**config.mk**
```make
export PLATFORM = sky130hd
export DESIGN_NAME = imem_stream_loader_flat
export DESIGN_NICKNAME = d
export VERILOG_FILES = /design/src/rtl/imem_stream_loader_if.sv /design/src/rtl/imem_stream_loader.sv /design/src/flat_wrapper.sv
export SDC_FILE = /design/constraint.sdc
export NUM_CORES = 1
export LEC_CHECK = 0
export BUFFER_PORTS_ARGS = -buffer_cell sky130_fd_sc_hd__buf_2
export CORE_MARGIN = 5
export CORE_UTILIZATION = 25
export DETAILED_ROUTE_END_ITERATION = 6
export PLACE_DENSITY = 0.43
export RECOVER_POWER = 25
export SLEW_MARGIN = 20
export SYNTH_ARGS = -nofsm -noshare
export SYNTH_HDL_FRONTEND = slang
export SYNTH_SLANG_ARGS = --single-unit
```
**constraint.sdc**
```tcl
create_clock -name i_clk -period 7 [get_ports i_clk]
set_clock_uncertainty 0.05 [all_clocks]
set_input_delay 0.35 -clock i_clk [delete_from_list [all_inputs] [get_ports i_clk]]
set_output_delay 0.35 -clock i_clk [all_outputs]
set_load 0.01 [all_outputs]
```
**src/rtl/imem_stream_loader_if.sv**
```systemverilog
// imem_stream_loader_if: byte stream input and instruction-memory write port of the loader
interface imem_stream_loader_if;
    logic        i_byte_vld;
    logic [7:0]  i_byte_data;
    logic        o_byte_rdy;
    logic        o_imem_we;
    logic [31:0] o_imem_addr;
    logic [31:0] o_imem_wdata;
    modport master (
        input  i_byte_vld, i_byte_data,
        output o_byte_rdy, o_imem_we, o_imem_addr, o_imem_wdata
    );
    modport slave (
        output i_byte_vld, i_byte_data,
        input  o_byte_rdy, o_imem_we, o_imem_addr, o_imem_wdata
    );
endinterface

```
**src/rtl/imem_stream_loader.sv**
```systemverilog
// imem_stream_loader: packs a little-endian byte stream into words, writes them to imem, then releases the core
module imem_stream_loader #(
    parameter logic [31:0] BASE_ADDR   = 32'h0000_0000,
    parameter int          DEPTH_WORDS = 2048
) (
    input  logic                        i_clk,
    input  logic                        i_reset,
    input  logic                        i_start,
    input  logic [15:0]                 i_len_words,
    imem_stream_loader_if.master        bus,
    output logic                        o_core_reset,
    output logic                        o_busy,
    output logic                        o_done,
    output logic                        o_err
);
    typedef enum logic [2:0] {IDLE, RECV, WRITE, DONE, ERR} state_e;
    state_e      state_q, state_d;
    logic [1:0]  byte_cnt_q, byte_cnt_d;
    logic [15:0] word_idx_q, word_idx_d;
    logic [15:0] len_q, len_d;
    logic [31:0] word_buf_q, word_buf_d;
    logic        rdy_q, rdy_d, we_q, we_d, core_q, core_d, busy_q, busy_d, done_q, done_d, err_q, err_d;
    logic [31:0] addr_q, addr_d, wdata_q, wdata_d;

    always_comb begin
        state_d    = state_q;
        byte_cnt_d = byte_cnt_q;
        word_idx_d = word_idx_q;
        len_d      = len_q;
        word_buf_d = word_buf_q;
        case (state_q)
            RECV: begin
                if (bus.i_byte_vld) begin
                    word_buf_d[{byte_cnt_q, 3'b000} +: 8] = bus.i_byte_data;
                    byte_cnt_d = byte_cnt_q + 2'd1;
                    state_d    = (byte_cnt_q == 2'd3) ? WRITE : RECV;
                end
            end
            WRITE: begin
                state_d    = (word_idx_q == len_q - 16'd1) ? DONE : RECV;
                word_idx_d = (word_idx_q == len_q - 16'd1) ? word_idx_q : word_idx_q + 16'd1;
            end
            default: begin
                if (i_start) begin
                    len_d      = i_len_words;
                    byte_cnt_d = 2'd0;
                    word_idx_d = 16'd0;
                    state_d    = (i_len_words == 16'd0) ? DONE :
                                 ({16'd0, i_len_words} > DEPTH_WORDS) ? ERR : RECV;
                end
            end
        endcase
        // outputs are decoded from the next state so they leave the flops aligned with it
        rdy_d   = state_d == RECV;
        we_d    = state_d == WRITE;
        addr_d  = we_d ? BASE_ADDR + {14'd0, word_idx_d, 2'b00} : addr_q;
        wdata_d = we_d ? word_buf_d : wdata_q;
        core_d  = state_d == DONE;
        busy_d  = rdy_d || we_d;
        done_d  = state_d == DONE;
        err_d   = state_d == ERR;
    end

    always_ff @(posedge i_clk or negedge i_reset) begin
        if (!i_reset) begin
            state_q    <= IDLE;
            byte_cnt_q <= 2'd0;
            word_idx_q <= 16'd0;
            len_q      <= 16'd0;
            word_buf_q <= 32'd0;
            rdy_q      <= 1'b0;
            we_q       <= 1'b0;
            addr_q     <= BASE_ADDR;
            wdata_q    <= 32'd0;
            core_q     <= 1'b0;
            busy_q     <= 1'b0;
            done_q     <= 1'b0;
            err_q      <= 1'b0;
        end else begin
            state_q    <= state_d;
            byte_cnt_q <= byte_cnt_d;
            word_idx_q <= word_idx_d;
            len_q      <= len_d;
            word_buf_q <= word_buf_d;
            rdy_q      <= rdy_d;
            we_q       <= we_d;
            addr_q     <= addr_d;
            wdata_q    <= wdata_d;
            core_q     <= core_d;
            busy_q     <= busy_d;
            done_q     <= done_d;
            err_q      <= err_d;
        end
    end

    assign bus.o_byte_rdy   = rdy_q;
    assign bus.o_imem_we    = we_q;
    assign bus.o_imem_addr  = addr_q;
    assign bus.o_imem_wdata = wdata_q;
    assign o_core_reset     = core_q;
    assign o_busy           = busy_q;
    assign o_done           = done_q;
    assign o_err            = err_q;
endmodule

```
**src/flat_wrapper.sv**
```systemverilog
// flat-port wrapper written by rule: the top's interface ports become plain ports
module imem_stream_loader_flat 
#(
    parameter logic [31:0] BASE_ADDR   = 32'h0000_0000,
    parameter int          DEPTH_WORDS = 2048
)
  (i_clk, i_reset, i_start, i_len_words, o_core_reset, o_busy, o_done, o_err, bus_i_byte_vld, bus_i_byte_data, bus_o_byte_rdy, bus_o_imem_we, bus_o_imem_addr, bus_o_imem_wdata);
  imem_stream_loader_if bus_i ();
  input  logic i_clk;
  input  logic i_reset;
  input  logic i_start;
  input  logic [15:0] i_len_words;
  output logic o_core_reset;
  output logic o_busy;
  output logic o_done;
  output logic o_err;
  input wire logic [$bits(bus_i.i_byte_vld)-1:0] bus_i_byte_vld;
  input wire logic [$bits(bus_i.i_byte_data)-1:0] bus_i_byte_data;
  output wire logic [$bits(bus_i.o_byte_rdy)-1:0] bus_o_byte_rdy;
  output wire logic [$bits(bus_i.o_imem_we)-1:0] bus_o_imem_we;
  output wire logic [$bits(bus_i.o_imem_addr)-1:0] bus_o_imem_addr;
  output wire logic [$bits(bus_i.o_imem_wdata)-1:0] bus_o_imem_wdata;
  assign bus_i.i_byte_vld = bus_i_byte_vld;
  assign bus_i.i_byte_data = bus_i_byte_data;
  assign bus_o_byte_rdy = bus_i.o_byte_rdy;
  assign bus_o_imem_we = bus_i.o_imem_we;
  assign bus_o_imem_addr = bus_i.o_imem_addr;
  assign bus_o_imem_wdata = bus_i.o_imem_wdata;
  imem_stream_loader #(.BASE_ADDR(BASE_ADDR), .DEPTH_WORDS(DEPTH_WORDS)) u_core (.i_clk(i_clk), .i_reset(i_reset), .i_start(i_start), .i_len_words(i_len_words), .bus(bus_i), .o_core_reset(o_core_reset), .o_busy(o_busy), .o_done(o_done), .o_err(o_err));
endmodule
```
# After elaboration in Yosys (flattened, before gate mapping)
# Index checks and enable logic that the tools add are counted.
# op_classes
n_mux	16
magnitude_cmp	1
reduce_logical	6
addsub	4
shifts	2
bitwise	2
eq_ne	9
# op_table
op	count
32-bit two-way mux	2
32-bit bitwise mux	1
16-bit two-way mux	2
16-bit one-hot mux with 2 select lines	1
8-bit by 7-bit variable shift with 32-bit output (first input constant)	1
8-bit by 7-bit variable part select with 32-bit output	1
16-bit by 1-bit adder with 16-bit output (second input constant)	1
16-bit equality test	1
16-bit by 12-bit greater-than comparator with 1-bit output (second input constant)	1
16-bit logical NOT	1
16-bit by 1-bit subtractor with 16-bit output (second input constant)	1
3-bit two-way mux	4
3-bit by 2-bit equality test with 1-bit output (second input constant)	3
2-bit two-way mux	4
5-bit negation with 7-bit output	1
3-bit by 1-bit equality test with 1-bit output (second input constant)	2
3-bit one-hot mux with 2 select lines	1
2-bit one-hot mux with 2 select lines	1
3-bit equality test (second input constant)	1
3-bit AND reduction	1
2-bit by 1-bit adder with 2-bit output (second input constant)	1
2-bit equality test (second input constant)	1
2-bit != test (second input constant)	1
1-bit inverter	2
4 further kinds	4
# word_totals
wordCells	52
in_bits	28
reg_bits	122

# Depth between registers and ports, before layout
# depth
ltp_word	7
ltp_mapped	11

# Worst setup path before layout
# Ideal clock, no wire load.
# synth_timing
path_type	register to register
start	register u_core.len_q[0]
end	register u_core.word_idx_q[1]
arrival_time_ns	2.688
path_stages_with_launch	11
path_slack_ns	4.141
path_buffers	2
setup_ns	0.122
required_ns	6.828
path_cell_list	dfrtp_1 inv_1 ha_1 or3b_2 o31ai_2 a21oi_1 a211o_1 or4_1 buf_2 buf_2 a32o_1
# synth_via
elab_chain_cells	4
# synth_rtl
element	line_no	rtl
start: declaration	imem_stream_loader.sv:20	logic [15:0] len_q, len_d;
start signal: assignment	imem_stream_loader.sv:83	len_q <= len_d;
16-bit by 1-bit subtractor with 16-bit output	imem_stream_loader.sv:41	word_idx_d = (word_idx_q == len_q - 16'd1) ? word_idx_q : word_idx_q + 16'd1;
16-bit equality test	imem_stream_loader.sv:41	
16-bit two-way mux	imem_stream_loader.sv:41	
16-bit one-hot mux with 2 select lines	imem_stream_loader.sv:31	case (state_q)
named net u_core.word_idx_d[1]	imem_stream_loader.sv:19	logic [15:0] word_idx_q, word_idx_d;
end signal: assignment	imem_stream_loader.sv:82	word_idx_q <= word_idx_d;
end: declaration	imem_stream_loader.sv:19	
# The timed path passes the listed nets, and every way through them passes these cells.
# A chain may end at the register's enable or synchronous reset.

==> results.py <==
metrics = {
    "clock_network": {
        "ctsResizeCount": 0,
        "cts.sinks": 122,
        "clkTransAtPathRegs_ns": 0.06,
        "cts_buffer_depth": 2,
        "cts-htree-levels": 4,
        "clk_latency_ns": 0.42,
        "cts_buffers": 17,
        "ctsRootBufferMaster": "clkbuf_16",
        "cts_tree": "built",
        "cts_setup_buffers": 0,
    },
    "synthesis": {
        "synth-edff-count": 0,
        "async_reset_ff_share_pct": 100.0,
        "syn_inst": 598,
        "avgSynthCellArea_um2": 9.961,
        "ys.flop_type": "dfrtp_1",
        "yosysWarnings": 0,
        "ys_seq_area_share_pct": 51.25,
        "syn_area_um2": 5957,
        "synthDistinctLibCells": 59,
        "ys_ff_latch": 122,
    },
    "layout": {
        "layout.cells.non_filler": 999,
        "drive_above_1_share_pct": 23.09,
        "fin_util_pct": 30.43,
        "final_cell_mix": "nand2_1 (145), dfrtp_1 (122), buf_2 (61)",
        "area_growth_pct": 19.89,
        "layout_commonest_cell": "nand2_1",
        "finish.net_count": 703,
        "diodes": 0,
    },
    "power_and_ir_drop": {
        "peakVddDrop_mv": 0.1746,
        "p_leak_nw": 3.275,
        "total_power_mw": 2.307,
        "p_sw_share_pct": 34.48,
        "clkPwrFrac_pct": 37.9,
        "seq_power_share_pct": 40.7,
        "combPwrFrac_pct": 21.4,
        "power_density_nw_per_um2": 323.0,
        "p_int_mw": 1.511,
        "power.net_switching_mw": 0.7954,
    },
    "detailed_routing": {
        "drtAntennaViolNets": 0,
        "via_per_inst": 4.601,
        "drc": 0,
        "via_count": 4596,
        "postRouteWirelength_um": 15820,
        "initialDrtViolationCount": 212,
        "firstDrtPassIters": 5,
        "routedWlPerCell_um": 15.83,
    },
    "global_routing": {
        "grt_max_degree": 68,
        "grt_pass1_vias": 4627,
        "grt_use_total_pct": 12.28,
        "overflow": 0,
        "antenna_found_initial": 4,
        "grt_pass1_wl_um": 25780,
    },
    "setup_path": {
        "required_ns": 7.37,
        "critPathSlowestCell": "clkbuf_1",
        "max_stage_delay_ns": 2.21,
        "cp_cell_sequence": "dlygate4sd3_1, clkbuf_1, buf_4",
        "critical_path_buf_inv_count": 3,
        "crit_path_end_kind": "asynchronous set/reset pin",
        "cp.arrival_ns": 4.16,
        "critical_path_class": "input pin to asynchronous set/reset pin",
        "critical_path.max_fanout": 67,
        "start_kind": "input pin",
        "path_delay_family": "buffers and inverters",
    },
    "timing": {
        "rsz0062_at_grt": "false",
        "finalSetupViolCount": 0,
        "min_period_over_period_pct": 54.08,
        "timing.hold.ws_ns": 0.1213,
        "finalHoldViolations": 0,
        "tightest_slew_ns": 3.166,
        "slew_viol_final": 57,
        "period_needed_ns": 3.785,
        "tns_ns": 0,
        "fmax_ghz": 0.2642,
        "max-slew-margin-rel_pct": -111.1,
    },
    "status": {
        "status": "finished with violations",
        "violations": "max-capacitance violations, max-slew violations",
    },
    "place": {
        "dp.cells": 966,
        "hpwl_um": 11250,
        "gp_congestion": 0.8461,
        "port_buffers": 81,
    },
    "flow_run": {
        "drv_cap": 1,
    },
    "floorplanning": {
        "rows": 56,
        "dieArea_um2": 27010,
        "ios": 98,
        "core_area_um2": 23470,
        "start_util_pct": 25.38,
        "die_w_um": 164.4,
        "die_h_um": 164.4,
    },
    "hold_path": {
        "hold_class": "input pin to register",
    },
}
[worst paths after layout]
check | slack [ns] | endpoint | startpoint | depth (start not counted)
worst max-delay path | 3.21 | u_core.bus.o_imem_wdata[7] | i_reset | 3
worst min-delay path | 0.12 | u_core.len_q[1] | i_len_words[1] | 3
worst max register to register | 3.59 | u_core.word_idx_q[2] | u_core.len_q[0] | 9
worst min register to register | 0.42 | u_core.bus.o_imem_addr[15] | u_core.bus.o_imem_addr[15] | 2
max in group i_clk | 3.59 | u_core.word_idx_q[2] | u_core.len_q[0] | 9
min in group asynchronous | 1.45 | u_core.bus.o_imem_wdata[8] | i_reset | 2
[logic make-up after synthesis]
kind of cell,after synthesis,synth area share [%]
xor gates and xnor gates,22,3.235
DFF,122,51.25
AOI/OAI and AO/OA,98,10.57
muxes,49,9.221
other,1,0.06295
buffers and inverters,57,5.020
adders and majority gates,8,1.680
and+or+nand+nor,241,18.97
[power groups by stage]
stage / logic (mW) / registers (mW) / clock network, mW
after detailed placement: 0.499 / 0.952 / 0
after floorplan: 0.411 / 0.883 / 0
after CTS: 0.502 / 0.939 / 0.897
after global routing: 0.568 / 0.958 / 0.927
after global placement: 0.492 / 0.948 / 0
final: 0.495 / 0.939 / 0.873
[flip-flops by register name (all words and copies together) (netlist names)]
| signal | count |
|---|---|
| u_core.byte_cnt_q | 2 |
| u_core.state_q | 3 |
| u_core.o_core_reset | 1 |
| u_core.bus.o_byte_rdy | 1 |
| u_core.bus.o_imem_we | 1 |
| u_core.o_err | 1 |
| u_core.bus.o_imem_wdata | 32 |
| u_core.word_idx_q | 16 |
| u_core.len_q | 16 |
| u_core.word_buf_q | 32 |
| u_core.bus.o_imem_addr | 16 |
| u_core.o_busy | 1 |
[routing by layer]
metal	GRT usage (%)	part of all wire, %
met5	0	0.25
met2	18.81	45
met1	16.59	47
met3	3.312	5.6
met4	4.651	1.9
[Yosys cell counts, drive strengths merged (5+ instances only)]
cell type	count	share of area (%)
dfrtp	122	51
nor2	18	1.1
o21ai	44	3.8
inv	7	0.44
nor3	10	0.84
nand2	145	9.1
and3	6	0.63
buf	25	3.0
a21oi	9	0.76
clkbuf	25	1.6
nor4	9	1.3
xor2	9	1.3
mux2	47	8.9
nor3b	5	0.71
or4	6	0.82
nand4	7	0.74
a31oi	8	0.84
o211ai	8	1.0
o311ai	5	0.74
nand3	14	1.2
ha	8	1.7
xnor2	13	1.9
[cell type report]
cell class	instances	area [um^2]
Tap cell	319	399.1
Fill cell	2463	16330
Inverter	7	26.28
Clock buffer	17	425.4
Timing Repair Buffer	85	412.9
Multi-Input combinational cell	434	2669
Clock inverter	15	156.4
Sequential cell	122	3053
[stage by stage]
stage               setup slack (ns)  instance area [um^2]
finish                         3.215                  7142
global placement               3.700                  6570
detailed placement             3.636                  6573
global route                   2.345                  7142
CTS                            3.617                  7164
floorplan                      4.141                  6013
[worst register-to-register path, stage by stage, from the launching register on]
cell     delay [ns]
dfrtp_1        0.42
inv_1          0.10
ha_1           0.19
or3b_2         0.53
o31ai_2        0.26
a21oi_1        0.09
a211o_1        0.31
or4_1          0.80
and3_1         0.36
o22a_1         0.19
[what timing repair did]
| action | CTS | global route |
|---|---|---|
| setup endpoints to repair | 0 | 0 |
| hold buffers | 1 | 0 |
| endpoints found under the hold margin | 55 | 0 |
Power figures use the tool's default switching activity.
